**src/rtl/soc_pkg.sv**
```systemverilog
// Shared SoC bus types plus the RAM loader state encoding.
package soc_pkg;
  localparam int SOC_DATA_W = 32;
  localparam int SOC_ADDR_W = 32;
  localparam int SOC_BYTES  = SOC_DATA_W / 8;
  localparam int SOC_ADDRL  = $clog2(SOC_BYTES);
  localparam int HI         = SOC_DATA_W - 1;

  typedef logic [HI:0]           soc_data_t;
  typedef logic [SOC_BYTES-1:0]  soc_we_t;
  typedef logic [SOC_ADDR_W-1:0] soc_addr_t;

  // Loader FSM encoding, visible to the boot controller for status decode.
  typedef enum logic [2:0] {
    IDLE  = 3'd0,
    FILL  = 3'd1,
    WRITE = 3'd2,
    DRAIN = 3'd3,
    DONE  = 3'd4
  } ldr_state_t;
endpackage

```
**src/rtl/soc_if.sv**
```systemverilog
// SoC RAM bus: master drives a request, slave answers with rdy.
interface soc_if;
  import soc_pkg::*;

  logic      vld;
  soc_we_t   we;
  soc_addr_t addr;
  soc_data_t wdat;
  logic      rdy;

  modport MST (output vld, output we, output addr, output wdat, input rdy);
  modport SLV (input vld, input we, input addr, input wdat, output rdy);
endinterface

```
**src/rtl/soc_ram_loader.sv**
```systemverilog
// Byte-stream to SoC RAM loader: packs bytes little-endian into words and
// writes them sequentially from BASE_ADDR, tracking count, checksum, overflow.
module soc_ram_loader
  import soc_pkg::*;
#(
  parameter soc_addr_t BASE_ADDR = '0,
  parameter int        NUM_WORDS = 1024,
  localparam int       WCNT_W    = $clog2(NUM_WORDS + 1)
) (
  input  logic              clk,
  input  logic              arst_n,
  soc_if.MST                bus,
  input  logic              start,
  input  logic              s_vld,
  output logic              s_rdy,
  input  logic [7:0]        s_dat,
  input  logic              s_last,
  output logic              busy,
  output logic              done,
  output logic              err,
  output logic [WCNT_W-1:0] wcnt,
  output logic [15:0]       csum
);

  ldr_state_t           state_q, state_d;
  logic [SOC_ADDRL-1:0] lane_idx_q, lane_idx_d;
  soc_data_t            word_q, word_d;
  soc_we_t              we_acc_q, we_acc_d;
  soc_addr_t            addr_q, addr_d;
  logic [WCNT_W-1:0]    wcnt_q, wcnt_d;
  logic [15:0]          csum_q, csum_d;
  logic                 err_q, err_d;
  logic                 last_q, last_d;

  logic byte_xfer;
  assign byte_xfer = s_vld & s_rdy;

  // State and datapath registers; reset drops any in-flight bus request at once.
  always_ff @(posedge clk or negedge arst_n) begin
    if (!arst_n) begin
      state_q    <= IDLE;
      lane_idx_q <= '0;
      word_q     <= '0;
      we_acc_q   <= '0;
      addr_q     <= BASE_ADDR;
      wcnt_q     <= '0;
      csum_q     <= '0;
      err_q      <= 1'b0;
      last_q     <= 1'b0;
    end else begin
      state_q    <= state_d;
      lane_idx_q <= lane_idx_d;
      word_q     <= word_d;
      we_acc_q   <= we_acc_d;
      addr_q     <= addr_d;
      wcnt_q     <= wcnt_d;
      csum_q     <= csum_d;
      err_q      <= err_d;
      last_q     <= last_d;
    end
  end

  // Next-state logic including the inline byte packer.
  always_comb begin
    state_d    = state_q;
    lane_idx_d = lane_idx_q;
    word_d     = word_q;
    we_acc_d   = we_acc_q;
    addr_d     = addr_q;
    wcnt_d     = wcnt_q;
    csum_d     = csum_q;
    err_d      = err_q;
    last_d     = last_q;
    unique case (state_q)
      IDLE: begin
        if (start) begin
          state_d    = FILL;
          lane_idx_d = '0;
          word_d     = '0;
          we_acc_d   = '0;
          addr_d     = BASE_ADDR;
          wcnt_d     = '0;
          csum_d     = '0;
          err_d      = 1'b0;
          last_d     = 1'b0;
        end
      end
      FILL: begin
        if (byte_xfer) begin
          if (wcnt_q == WCNT_W'(NUM_WORDS)) begin
            // Region full: the byte is swallowed without touching csum.
            err_d   = 1'b1;
            state_d = s_last ? DONE : DRAIN;
          end else begin
            word_d[{lane_idx_q, 3'b000} +: 8] = s_dat;
            we_acc_d[lane_idx_q]              = 1'b1;
            csum_d                            = csum_q + 16'(s_dat);
            lane_idx_d                        = lane_idx_q + 1'b1;
            last_d                            = s_last;
            if (s_last || lane_idx_q == SOC_ADDRL'(SOC_BYTES - 1)) begin
              state_d = WRITE;
            end
          end
        end
      end
      WRITE: begin
        if (bus.rdy) begin
          wcnt_d     = wcnt_q + WCNT_W'(1);
          addr_d     = addr_q + soc_addr_t'(SOC_BYTES);
          we_acc_d   = '0;
          lane_idx_d = '0;
          word_d     = '0;
          state_d    = last_q ? DONE : FILL;
        end
      end
      DRAIN: begin
        if (byte_xfer && s_last) begin
          state_d = DONE;
        end
      end
      DONE: begin
        state_d = IDLE;
      end
      default: begin
        state_d = IDLE;
      end
    endcase
  end

  // Bus request is held stable through WRITE; we/wdat forced to zero otherwise.
  always_comb begin
    bus.vld  = (state_q == WRITE);
    bus.we   = bus.vld ? we_acc_q : '0;
    bus.wdat = bus.vld ? word_q : '0;
    bus.addr = addr_q;
  end

  assign s_rdy = (state_q == FILL) || (state_q == DRAIN);
  assign busy  = (state_q == FILL) || (state_q == WRITE) || (state_q == DRAIN);
  assign done  = (state_q == DONE);
  assign err   = err_q;
  assign wcnt  = wcnt_q;
  assign csum  = csum_q;

`ifdef SIM_ONLY
`ifdef LDR_DEBUG
  // Trace every committed write.
  always @(posedge clk) begin
    if (bus.vld && bus.rdy) begin
      $display("ldr write addr=%h we=%b wdat=%h", bus.addr, bus.we, bus.wdat);
    end
  end
`endif
`endif

endmodule

```
**src/flat_wrapper.sv**
```systemverilog
// flat-port wrapper written by rule: the top's interface ports become plain ports
module soc_ram_loader_flat import soc_pkg::*;
#(
  parameter soc_addr_t BASE_ADDR = '0,
  parameter int        NUM_WORDS = 1024,
  localparam int       WCNT_W    = $clog2(NUM_WORDS + 1)
)
  (clk, arst_n, start, s_vld, s_rdy, s_dat, s_last, busy, done, err, wcnt, csum, bus_vld, bus_we, bus_addr, bus_wdat, bus_rdy);
  soc_if bus_i ();
  input  logic clk;
  input  logic arst_n;
  input  logic start;
  input  logic s_vld;
  output logic s_rdy;
  input  logic [7:0] s_dat;
  input  logic s_last;
  output logic busy;
  output logic done;
  output logic err;
  output logic [WCNT_W-1:0] wcnt;
  output logic [15:0] csum;
  output wire logic [$bits(bus_i.vld)-1:0] bus_vld;
  output wire logic [$bits(bus_i.we)-1:0] bus_we;
  output wire logic [$bits(bus_i.addr)-1:0] bus_addr;
  output wire logic [$bits(bus_i.wdat)-1:0] bus_wdat;
  input wire logic [$bits(bus_i.rdy)-1:0] bus_rdy;
  assign bus_vld = bus_i.vld;
  assign bus_we = bus_i.we;
  assign bus_addr = bus_i.addr;
  assign bus_wdat = bus_i.wdat;
  assign bus_i.rdy = bus_rdy;
  soc_ram_loader #(.BASE_ADDR(BASE_ADDR), .NUM_WORDS(NUM_WORDS)) u_core (.clk(clk), .arst_n(arst_n), .bus(bus_i), .start(start), .s_vld(s_vld), .s_rdy(s_rdy), .s_dat(s_dat), .s_last(s_last), .busy(busy), .done(done), .err(err), .wcnt(wcnt), .csum(csum));
endmodule
```
**config.mk**
```make
export PLATFORM = sky130hd
export DESIGN_NAME = soc_ram_loader_flat
export DESIGN_NICKNAME = d
export VERILOG_FILES = /design/src/rtl/soc_pkg.sv /design/src/rtl/soc_if.sv /design/src/rtl/soc_ram_loader.sv /design/src/flat_wrapper.sv
export SDC_FILE = /design/constraint.sdc
export NUM_CORES = 1
export LEC_CHECK = 0
export ABC_AREA = 1
export CAP_MARGIN = 20
export CELL_PAD_IN_SITES_DETAIL_PLACEMENT = 0
export CELL_PAD_IN_SITES_GLOBAL_PLACEMENT = 1
export CORE_MARGIN = 5
export CORE_UTILIZATION = 40
export DETAILED_ROUTE_END_ITERATION = 7
export PLACE_DENSITY_LB_ADDON = 0.1
export SYNTH_ARGS = -nofsm -noshare
export SYNTH_HDL_FRONTEND = slang
export SYNTH_SLANG_ARGS = --single-unit
```
**constraint.sdc**
```tcl
create_clock -name clk -period 2.5 [get_ports clk]
set_input_delay 0.25 -clock clk [delete_from_list [all_inputs] [get_ports clk]]
set_output_delay 0.25 -clock clk [all_outputs]
set_load 0.03 [all_outputs]
```
[Word level (Yosys, flattened, before mapping)]
Index checks and enable logic that the tools add are counted.
Operators by class
  add/sub/neg operators: 5
  multiplexer cells: 45
  bitwise gates (word level): 2
  magnitude comparators: 2
  shift operators: 2
  reduce and logical (&&, ||, !) cells: 15
  eq/ne operators: 13
Operators by type and width (number)
  $mux W32: 6
  $pmux W32 S3: 1
  $pmux W32 S2: 1
  $mux W16: 3
  $add A32 B3 Y32 const B: 1
  $bwmux W32: 1
  $pmux W16 S2: 1
  $shift A8 B7 Y32 const A: 1
  $shiftx A8 B7 Y32: 1
  $mux W3: 8
  $mux W11: 2
  $pmux W11 S2: 1
  $mux W4: 5
  $add A16 B8 Y16: 1
  $pmux W3 S4: 1
  $pmux W4 S3: 1
  $add A11 B1 Y11 const B: 1
  $eq A11 B11 Y1 const B: 1
  $reduce_and A5 Y1: 2
  $mux W2: 4
  $ne A2 B1 Y1 const B: 4
  $reduce_and A4 Y1: 2
  $neg A5 Y7: 1
  $eq A3 B2 Y1 const B: 2
  20 further kinds: 32
Word-level totals
  input port bits: 14
  register bits after elaboration: 102
  output and inout port bits: 100
  logic and storage cells: 93

[Longest topological paths before layout]
Gate-level depths: netlist of the first run.
  word-level depth: 8
  gate-level depth with buffers: 11
  mapped depth without buffers: 11

[Worst setup path after synthesis of the first run]
Ideal clock, no wire load.
  path kind: register to register
  from: register u_core.csum_q[0], in the netlist u_core.csum[0]
  to: register u_core.csum_q[12], in the netlist u_core.csum[12]
  setup slack: 0.668 ns
  library setup time: 0.118 ns
  required time: 2.382 ns
  period minus slack after synthesis: 1.832 ns
  arrival time: 1.714 ns
  path buffers: 0
  stages on the path, launching flop included: 12
  cell sequence: dfrtp_1 ha_1 inv_1 fa_1 inv_1 nand3_1 nand3_1 nand3_1 nand2_1 nand2_1 nand4_1 nand2_1
Between the ends
  longest elaborated chain between the ends: 4
RTL lines
  start, declared: line soc_ram_loader.sv:31  | logic [15:0] csum_q, csum_d;
  start signal, assigned: line soc_ram_loader.sv:57  | csum_q <= csum_d;
  $add A16 B8 Y16: line soc_ram_loader.sv:97  | csum_d = csum_q + 16'(s_dat);
  $mux W16: line soc_ram_loader.sv:90  | if (wcnt_q == WCNT_W'(NUM_WORDS)) begin
  $mux W16: line soc_ram_loader.sv:89  | if (byte_xfer) begin
  $pmux W16 S2: line soc_ram_loader.sv:74  | unique case (state_q)
No other way between the ends. The select of a mux whose other input is x is not followed.
A chain may end at the register's enable or synchronous reset.

[Worst setup path after layout of the first run]
  from: register u_core.state_q[2]
  to: output port bus_we[3]
Between the ends
  longest elaborated chain between the ends: 2
RTL lines
  start, declared: line soc_ram_loader.sv:25  | ldr_state_t state_q, state_d;
  start signal, assigned: line soc_ram_loader.sv:51  | state_q <= state_d;
  $eq A3 B2 Y1: line soc_ram_loader.sv:132  | bus.vld = (state_q == WRITE);
  $mux W4: line soc_ram_loader.sv:133  | bus.we = bus.vld ? we_acc_q : '0;
  end, declared: line flat_wrapper.sv:23  | output wire logic [$bits(bus_i.we)-1:0] bus_we;
No other way between the ends.

==> metrics.md, run 1 <==
| Metric | Value |
|---|---|
| R2r setup slk | between 0.3 and 0.4 ns |
| Htree depth | 3 |
| Critical Path Slowest Stage Cell | clkdlybuf4s50_1 |
| Routed wire length | 16,300 um |
| CP required | 2.25 ns |
| Most frequent cell after synthesis | nand2_1 |
| Synthesized area per cell | 6.90 um2 |
| Largest cells by area after synthesis | dfrtp_1, nand2_1, nor2_1, inv_1, nand3_1 |
| Post-layout nets | 1,030 |
| Worst vdd ir | 0.406 mV |
| Tightest Pin Transition | 0.683 ns |
| Yosys reg bits | 100 |
| WL/cell | 13.7 um |
| Pre-CTS WS | 0.226 ns |
| Final setup margin | 0.125 ns |
| Worst rel slew slack | a little over half |
| Mapped Area | ~6100 um2 |
| Hold WC Path Type | input pin to async pin |
| DR pass1 iterations | 4 |
| Setup violations, final | 0 |
| Period minus WS final | 2.38 ns |
| Worst setup SP type | flop |
| Die height | between 100 and 150 um |
| Cell variety after synth | 42 |
| Initial Utilization | 40.4% |
| Max Clock Skew | 0.00698 ns |
| Die width | 134 um |
| Post-synth ARST share | between 90% and 100% |
| Yosys top cell area share | 41.0% |
| Top post-synthesis cells by count | nand2_1, nor2_1, inv_1, dfrtp_1, nand3_1 |
| First-pass GRT wire length | 27,300 um |
| Dominant synthesized flop cell | dfrtp_1 |
| Setup TNS | 0 ns |
| Final Max Tran Viols | 0 |
| GRT Total Usage | 18.8% |
| Post-synth EDFFs | 0 |
| # fillers | 1,551 |
| Die Area | 17,800 um2 |
| Crit-path max cell delay | 0.68 ns |
| Worst Path Arrival | around 2.1 ns |
| Core area | 15,100 um2 |
| Worst Setup End Kind | primary output |
| Synthesis Warnings | 0 |
| Largest net degree at the start of global routing | between 50 and 60 |
| Post-CTS setup repair buffer count | 0 |
| Antenna diodes | 0 |
| Area Overhead vs Synth | 27.2% |
| CTS buffer count | 9 |
| Vias | 5,721 |
| Post-DP HPWL | 12,400 um |
| Cells after Synth | 884 |
| WS Path Type | flop to primary output |
| Leakage Power | 3.56 nW |
| Clock latency on the worst-skew pair | 0.35 ns |
| Vias in the first global route | 5,450 |
| GRT overflow | 0 |
| Final hold slack | 0.471 ns |
| Biggest area consumer among synthesized cells | dfrtp_1 |
| Fin. Hold Viols | 0 |
| Total power | 6.57 mW |
| Clk pin slew, worst setup/hold paths | 0.07 ns |
| Fmax | 421 MHz |
| Max Cap Viol | 0 |
| Multi-input gate area | about 3000 um2 |
| Vias per Instance | ~4.8 |
| Boundary Pins | 114 |
| Status | complete, no violations |
| CTS tree | built |
| Crit-path max FO | 37 |
| Pwr dens | 847 nW/um2 |
| Tcrit/Tclk final | 95.0% |
| Max clock buf depth | 2 |
| Critical path, cell by cell | inv_2, nand2_2, nor2_4, inv_4, nor2_1, clkdlybuf4s50_1 |
| Root Driver | clkbuf_16 |
| Unrepaired setup endpoints after global routing | false |
| Initial antenna violation count | 0 |
| Gpl congestion | around 0.81 |
| FF+latch area | 2500 um2 |
| Register area share after synthesis | approximately two fifths |
| Row cnt | 45 |
| DRC errors left | 0 |
| I/O Buffers | 111 |
| Clock sink total | 100 |
| Reg2Reg Depth | 6 |
| Detail Route Antenna Nets | 0 |
| Share of layout cells above drive strength 1 | 5.57% |
| Initial DRC Count | ~310 |
==> worst max-delay path, delay by kind of cell, from the launching register on <==
family | cells | cell delay [ns]
AND/OR/NAND/NOR | 3 | 0.42
flip-flops | 1 | 0.39
buffers and inverters | 3 | 0.96
==> cells by family (layout without fill, tap and decap cells) <==
| kind of cell | after synthesis | after routing | synth area share (%) |
|---|---|---|---|
| adders and majority gates | 16 | 16 | 3.40 |
| buffers and inverters | 156 | 276 | 10.3 |
| and+or+nand+nor | 498 | 498 | 35.4 |
| AOI/OAI and AO/OA | 110 | 110 | 9.39 |
| other | 1 | 2 | 0.0615 |
| DFF | 100 | 100 | 41.0 |
| xor gates and xnor gates | 3 | 3 | 0.431 |
==> layout make-up <==
class | instances | area share, %
Sequential cell | 100 | 32.2
Clock buffer | 12 | 3.30
Tap cell | 188 | 3.03
Inverter | 134 | 6.51
Timing Repair Buffer | 126 | 16.0
Clock inverter | 4 | 0.613
Multi-Input combinational cell | 629 | 38.3
==> stage by stage <==
step | instance area (um2) | cells | util (%)
5_1_grt | 7760 | 1193 | 51.4
3_5_place_dp | 7430 | 1176 | 49.2
2_1_floorplan | 6100 | 885 | -
4_1_cts | 7740 | 1193 | 51.3
3_3_place_gp | 7430 | 1176 | 49.2
6_report | 7760 | 1193 | 51.4
==> where the power goes <==
| group | internal (mW) | switching [mW] |
|---|---|---|
| registers | 1.85 | 0.210 |
| logic | 0.934 | 2.13 |
| clock network | 0.829 | 0.625 |
==> routing by layer <==
layer / GRT usage (%) / part of all wire [%] / up-vias
met3: 3.13 / 3.9 / 16
li1: - / - / 3018
met4: 5.71 / 1.7 / 0
met1: 26.7 / 50 / 2588
met5: 0 / 0 / -
met2: 29.7 / 44 / 99
==> path summary, 6_finish.rpt <==
path / startpoint / end
max: u_core.state_q[2] / bus_we[3]
min reg2reg: u_core.word_q[20] / u_core.word_q[20]
max in group asynchronous: arst_n / u_core.word_q[30]
min: arst_n / u_core.wcnt[8]
max reg2reg: u_core.lane_idx_q[0] / u_core.word_q[1]
min in group clk: u_core.word_q[20] / u_core.word_q[20]
==> timing repair <==
item	in CTS	in global routing
setup endpoints to repair	36	8
hold endpoints to repair	46	0
hold buffers	1	0
gates resized for setup	1	8
==> cell usage in the layout, fill, tap and decap left out, types with 21 or more instances in the layout <==
| cell type | instances |
|---|---|
| a21oi_1 | 35 |
| nand2_1 | 250 |
| nand3_1 | 49 |
| inv_1 | 127 |
| dfrtp_1 | 100 |
| nor2_1 | 133 |
| o21ai_1 | 32 |
| nand4_1 | 21 |
| o21ai_0 | 32 |
| clkdlybuf4s50_1 | 102 |
==> state kept, by name (all words and copies together), names as in the netlist <==
name / flops
u_core.bus.addr: 30
u_core.last_q: 1
u_core.we_acc_q: 4
u_core.word_q: 32
u_core.wcnt: 11
u_core.lane_idx_q: 2
u_core.err: 1
u_core.csum: 16
u_core.state_q: 3
(Power assumes the default switching activity.)
==> run 2: changes to the inputs <==
CORE_ASPECT_RATIO = 1.5   (was not set)
clock period = 2.85 ns   (was 2.5 ns; I/O delays follow)
==> run 2 against run 1 <==
Total power down 11%. First-iteration DRC count decreased by 24%. Sequential share of layout area rose by 0.094 points. Register-to-register slack improved by 0.34 ns. Global-route usage increased by 0.20 points. Worst setup slack better by 0.28 ns. Core utilization fell by 0.085 points.
==> metrics.md, run 2 (synthesis gave the netlist of run 1 again) <==
| Metric | Value |
|---|---|
| Status | complete, no violations |
| Leakage Power | 3.39 nW |
| WL/cell | 14.1 um |
| Number of flip-flops in the largest register | 32 |
| GRT Total Usage | between 10% and 20% |
| Total power | 5.85 mW |
| Post-CTS Resized | 0 |
| Max Cap Viol | 0 |
| Post-CTS setup repair buffer count | 0 |
| Pwr dens | 756 nW/um2 |
| Antenna diodes | 0 |
| CP required | 2.57 ns |
| Tightest Pin Transition | just over 0.6 ns |
| DRC errors left | 0 |
| Multi-input gate area | 2970 um2 |
| Hold WC Path Type | input pin to async pin |
| Pre-CTS WS | 0.580 ns |
| Max clock buf depth | 2 |
| Final Max Tran Viols | 0 |
| Unrepaired setup endpoints after global routing | false |
| Commonest non-fill, non-tap cells in the layout | nand2_1, nor2_1, inv_1 |
| CTS tree | built |
| Post-layout nets | 1,023 |
| Tcrit/Tclk final | a little under nine tenths |
| Die width | 111 um |
| Area Overhead vs Synth | 26.9% |
| Post-DP HPWL | ~13,000 um |
| Final setup margin | 0.405 ns |
| Reg2Reg Depth | 6 |
| FF+latch area | 2500 um2 |
| Highest routing layer actually used | met4 |
| Gpl congestion | 0.846 |
| First-pass GRT wire length | 28,000 um |
| FF-to-FF End | u_core.word_q[7] |
| Met3 wire len | ~550 um |
| Core area | 15,100 um2 |
| Crit-path max cell delay | just under 0.7 ns |
| Crit-path max FO | 37 |
| Hold buffers post-CTS | 1 |
| Worst setup SP type | flop |
| M1 WL | 7260 um |
| Register with the most flip-flops | u_core.word_q |
| Initial Utilization | 40.5% |
| GRT overflow | 0 |
| R2r setup slk | roughly 0.73 ns |
| Post-layout instance area | about 7700 um2 |
| Routed wire length | 16,900 um |
| Setup TNS | 0 ns |
| Worst rel slew slack | 59.3% |
| Critical path, cell by cell | inv_2, nand2_2, nor2_4, inv_2, nor2_1, clkdlybuf4s50_1 |
| Critical Path Slowest Stage Cell | clkdlybuf4s50_1 |
| Initial antenna violation count | 0 |
| Max Clock Skew | 0.0153 ns |
| Commonest non-fill, non-tap cell in the layout | nand2_1 |
| # fillers | 1,553 |
| Vias | 5,706 |
| Fmax | roughly 410 MHz |
| Die Area | 17,900 um2 |
| Clk pin slew, worst setup/hold paths | ~0.080 ns |
| Fin. Hold Viols | 0 |
| Die height | 161 um |
| Final hold slack | 0.473 ns |
| Initial DRC Count | 235 |
| Detail Route Antenna Nets | 0 |
| DR pass1 iterations | 4 |
| Root Driver | clkbuf_16 |
| Period minus WS final | 2.45 ns |
| Worst vdd ir | roughly 0.47 mV |
| R2r startpoint | u_core.lane_idx_q[0] |
| Clock sink total | 100 |
| Most used cell, CP | inv_2 |
| Share of layout cells above drive strength 1 | 5.01% |
| CTS buffer count | 9 |
| Boundary Pins | 114 |
| Worst Setup End Kind | primary output |
| Worst Path Arrival | about 2.2 ns |
| Largest net degree at the start of global routing | 61 |
| Vias per Instance | 4.77 |
| WS Path Type | flop to primary output |
| Vias in the first global route | 5,655 |
| I/O Buffers | 111 |
| Row cnt | 55 |
| Cell area after placement | about 7400 um2 |
| Htree depth | 3 |
| Clock latency on the worst-skew pair | approximately 0.35 ns |
| Wire length on met2 | 8770 um |
| Setup violations, final | 0 |
## run 2: cell types whose count changed in the layout (fill, tap and decap cells not counted), sizes merged
cell / previous run / this run
inv: 133 / 136
bufinv: 1 / 2
clkbuf: 12 / 9
dlymetal6s2s: 8 / 0
clkinv: 3 / 2
clkdlybuf4s50: 102 / 110
buf: 15 / 8
## run 2: routing by layer
layer  global-route usage (%)  up-vias
met4                     6.11        0
met2                     35.1      118
met3                     2.74       16
li1                         -     2988
met1                     22.6     2584
met5                        0        -
## run 2: layout make-up
| cell class | instances | share of cell area (%) |
|---|---|---|
| timing repair buffer | 119 | 15.3 |
| multi-input combinational | 629 | 38.4 |
| inverter | 134 | 6.50 |
| tap | 199 | 3.22 |
| clock inverter | 7 | 1.36 |
| clock buffer | 9 | 2.91 |
| sequential | 100 | 32.3 |
## run 2: critical path, delay by kind of cell, from the launching register on
family	cells	cell delay (ns)
flops	1	0.39
simple gates	3	0.39
buf+inv	3	1.00
## run 2: worst max path at each step
stage,from,to,slack (ns),depth (start not counted)
finish,u_core.state_q[2],bus_wdat[16],0.40,6
floorplan,u_core.csum[0],u_core.csum[12],1.02,11
global route,u_core.state_q[2],bus_wdat[16],0.23,6
CTS,u_core.state_q[2],bus_we[2],0.36,6
detailed placement,s_dat[0],u_core.csum[8],0.58,11
global placement,s_dat[0],u_core.csum[8],0.62,11
## run 2: where the power goes
| group | internal, mW | switching (mW) | total (mW) |
|---|---|---|---|
| sequential | 1.62 | 0.190 | 1.81 |
| clock | 0.785 | 0.601 | 1.39 |
| combinational | 0.787 | 1.87 | 2.66 |
## run 2: through the flow
stage | instances | util, %
after floorplan | 885 | -
after global placement | 1180 | 49.1
after detailed placement | 1180 | 49.1
after CTS | 1197 | 51.4
after global routing | 1197 | 51.4
final | 1197 | 51.4
==> run 3: changes to the inputs <==
--- a/config.mk
+++ b/config.mk
@@ -15,4 +15,6 @@
 export DETAILED_ROUTE_END_ITERATION = 7
 export PLACE_DENSITY_LB_ADDON = 0.1
+export SETUP_SLACK_MARGIN = 0.15
+export SKIP_CTS_REPAIR_TIMING = 1
 export SYNTH_ARGS = -nofsm -noshare
 export SYNTH_HDL_FRONTEND = slang
==> constraint.sdc (replaced) <==
create_clock -name clk -period 2.85 [get_ports clk]
set_input_delay 0.285 -clock clk [delete_from_list [all_inputs] [get_ports clk]]
set_output_delay 0.285 -clock clk [all_outputs]
set_load 0.005 [all_outputs]
==> run 3 against run 2 <==
Non-clock buffer count unchanged. Global-route usage decreased by 0.27 points. Combinational power down 11%. Worst setup slack better by 0.020 ns. Largest power group unchanged. Die area unchanged. Core utilization down 0.31 points. Worst hold slack got worse by 0.021 ns. Highest routed layer unchanged. Sequential power barely moved. Clock power fell by 14%.
==> metrics.md, run 3 (synthesis gave the netlist of run 1 again) <==
| Metric | Value |
|---|---|
| Share of layout cells above drive strength 1 | 5.01% |
| Worst rel slew slack | 58.9% |
| Setup violations, final | 0 |
| Worst Path Arrival | 2.14 ns |
| Htree depth | 3 |
| Post-layout nets | 1,023 |
| Fmax | roughly 410 MHz |
| Clock latency on the worst-skew pair | ~0.34 ns |
| Die width | 111 um |
| Antenna diodes | 0 |
| Vias in the first global route | 5,637 |
| Fin. Hold Viols | 0 |
| Leakage Power | 3.37 nW |
| GRT overflow | 0 |
| WL/cell | 13.9 um |
| Worst vdd ir | roughly 0.42 mV |
| Reg2Reg Depth | 9 |
| Clk pin slew, worst setup/hold paths | 0.07 ns |
| Gpl congestion | 0.841 |
| WS Path Type | flop to primary output |
| Tightest Pin Transition | roughly 0.6 ns |
| Vias per Instance | 4.84 |
| Row cnt | 55 |
| I/O Buffers | 111 |
| Clock sink total | 100 |
| Worst setup SP type | flop |
| Max Clock Skew | slightly above 0.01 ns |
| Crit-path max FO | 37 |
| M1 WL | 7260 um |
| Die height | 161 um |
| Commonest non-fill, non-tap cells in the layout | nand2_1, nor2_1, inv_1 |
| Vias | 5,798 |
| Area Overhead vs Synth | 26.1% |
| Routed wire length | approximately 17,000 um |
| Initial DRC Count | 247 |
| Root Driver | clkbuf_16 |
| Pwr dens | 698 nW/um2 |
| Boundary Pins | approximately 110 |
| Final Max Tran Viols | 0 |
| Period minus WS final | roughly 2.4 ns |
| Core area | 15,100 um2 |
| Largest net degree at the start of global routing | 40 |
| Initial Utilization | 40.5% |
| Highest routing layer actually used | met4 |
| Hold WC Path Type | input pin to async pin |
| Final hold slack | 0.452 ns |
| CTS buffer count | 9 |
| Max Cap Viol | 0 |
| Commonest non-fill, non-tap cell in the layout | nand2_1 |
| Post-DP HPWL | around 13,000 um |
| CTS tree | built |
| DRC errors left | 0 |
| Number of flip-flops in the largest register | 32 |
| Worst Setup End Kind | primary output |
| DR pass1 iterations | 5 |
| Max clock buf depth | 2 |
| Setup TNS | 0 ns |
| Register with the most flip-flops | u_core.word_q |
| Die Area | 17,900 um2 |
| Wire length on met2 | about 8500 um |
| GRT Total Usage | around a fifth |
| First-pass GRT wire length | 27,800 um |
| Initial antenna violation count | 0 |
| Status | complete, no violations |
| Detail Route Antenna Nets | 0 |
| # fillers | 1,571 |
| Met3 wire len | between 600 and 700 um |
| CP required | 2.57 ns |
| Unrepaired setup endpoints after global routing | false |
| Tcrit/Tclk final | between 80% and 90% |
run 3: cell count changes in the layout (fill, tap and decap cells not counted), sizes merged:
| cell | before | now |
|---|---|---|
| bufinv | 2 | 0 |
| clkinvlp | 1 | 2 |
| inv | 136 | 135 |
| clkinv | 2 | 4 |
run 3: layout make-up:
type	instances	area, um2	share of cell area, %
Clock inverter	7	58.8	0.764
Inverter	134	503	6.54
Multi-Input combinational cell	629	2970	38.6
Clock buffer	9	225	2.93
Sequential cell	100	2500	32.5
Tap cell	199	249	3.24
Timing Repair Buffer	119	1180	15.4
run 3: metal layers:
metal  up-vias  GRT usage (%)
li1       3007              -
met1      2650           22.5
met2       122           34.3
met3        19           2.89
met4         0           5.94
met5         -              0
run 3: worst max-delay path, stage by stage, from the launching register on:
cell and delay [ns]:
dfrtp_1 0.39, inv_2 0.10, nand2_2 0.08, nor2_4 0.20, inv_2 0.29, nor2_1 0.20, clkdlybuf4s50_1 0.52
run 3: where the power goes:
part | leakage, nW | total (mW) | switching, mW | internal [mW]
sequential | 1.38 | 1.81 | 0.188 | 1.62
combinational | 1.86 | 2.38 | 1.60 | 0.778
clock | 0.133 | 1.19 | 0.584 | 0.604
run 3: final timing paths:
path / start / to / slack [ns]
setup / recovery: u_core.state_q[2] / bus_we[1] / 0.42
hold / removal: arst_n / u_core.word_q[19] / 0.45
setup reg to reg: u_core.wcnt[0] / u_core.csum[13] / 0.73
hold reg to reg: u_core.word_q[12] / u_core.word_q[12] / 0.49
max in group asynchronous: arst_n / u_core.word_q[28] / 1.66
min in group clk: u_core.word_q[12] / u_core.word_q[12] / 0.49
run 3: stage by stage:
step | utilization (%) | std cells | cell area [um2] | power (mW) | setup slack, ns
after detailed placement | 49.1 | 1180 | 7400 | 4.23 | 0.572
after global placement | 49.1 | 1180 | 7400 | 4.23 | 0.635
after floorplan | - | 885 | 6100 | 3.53 | 1.14
after CTS | 51.0 | 1196 | 7680 | 5.44 | 0.383
after global routing | 51.1 | 1197 | 7690 | 5.81 | 0.253
final | 51.1 | 1197 | 7690 | 5.37 | 0.425
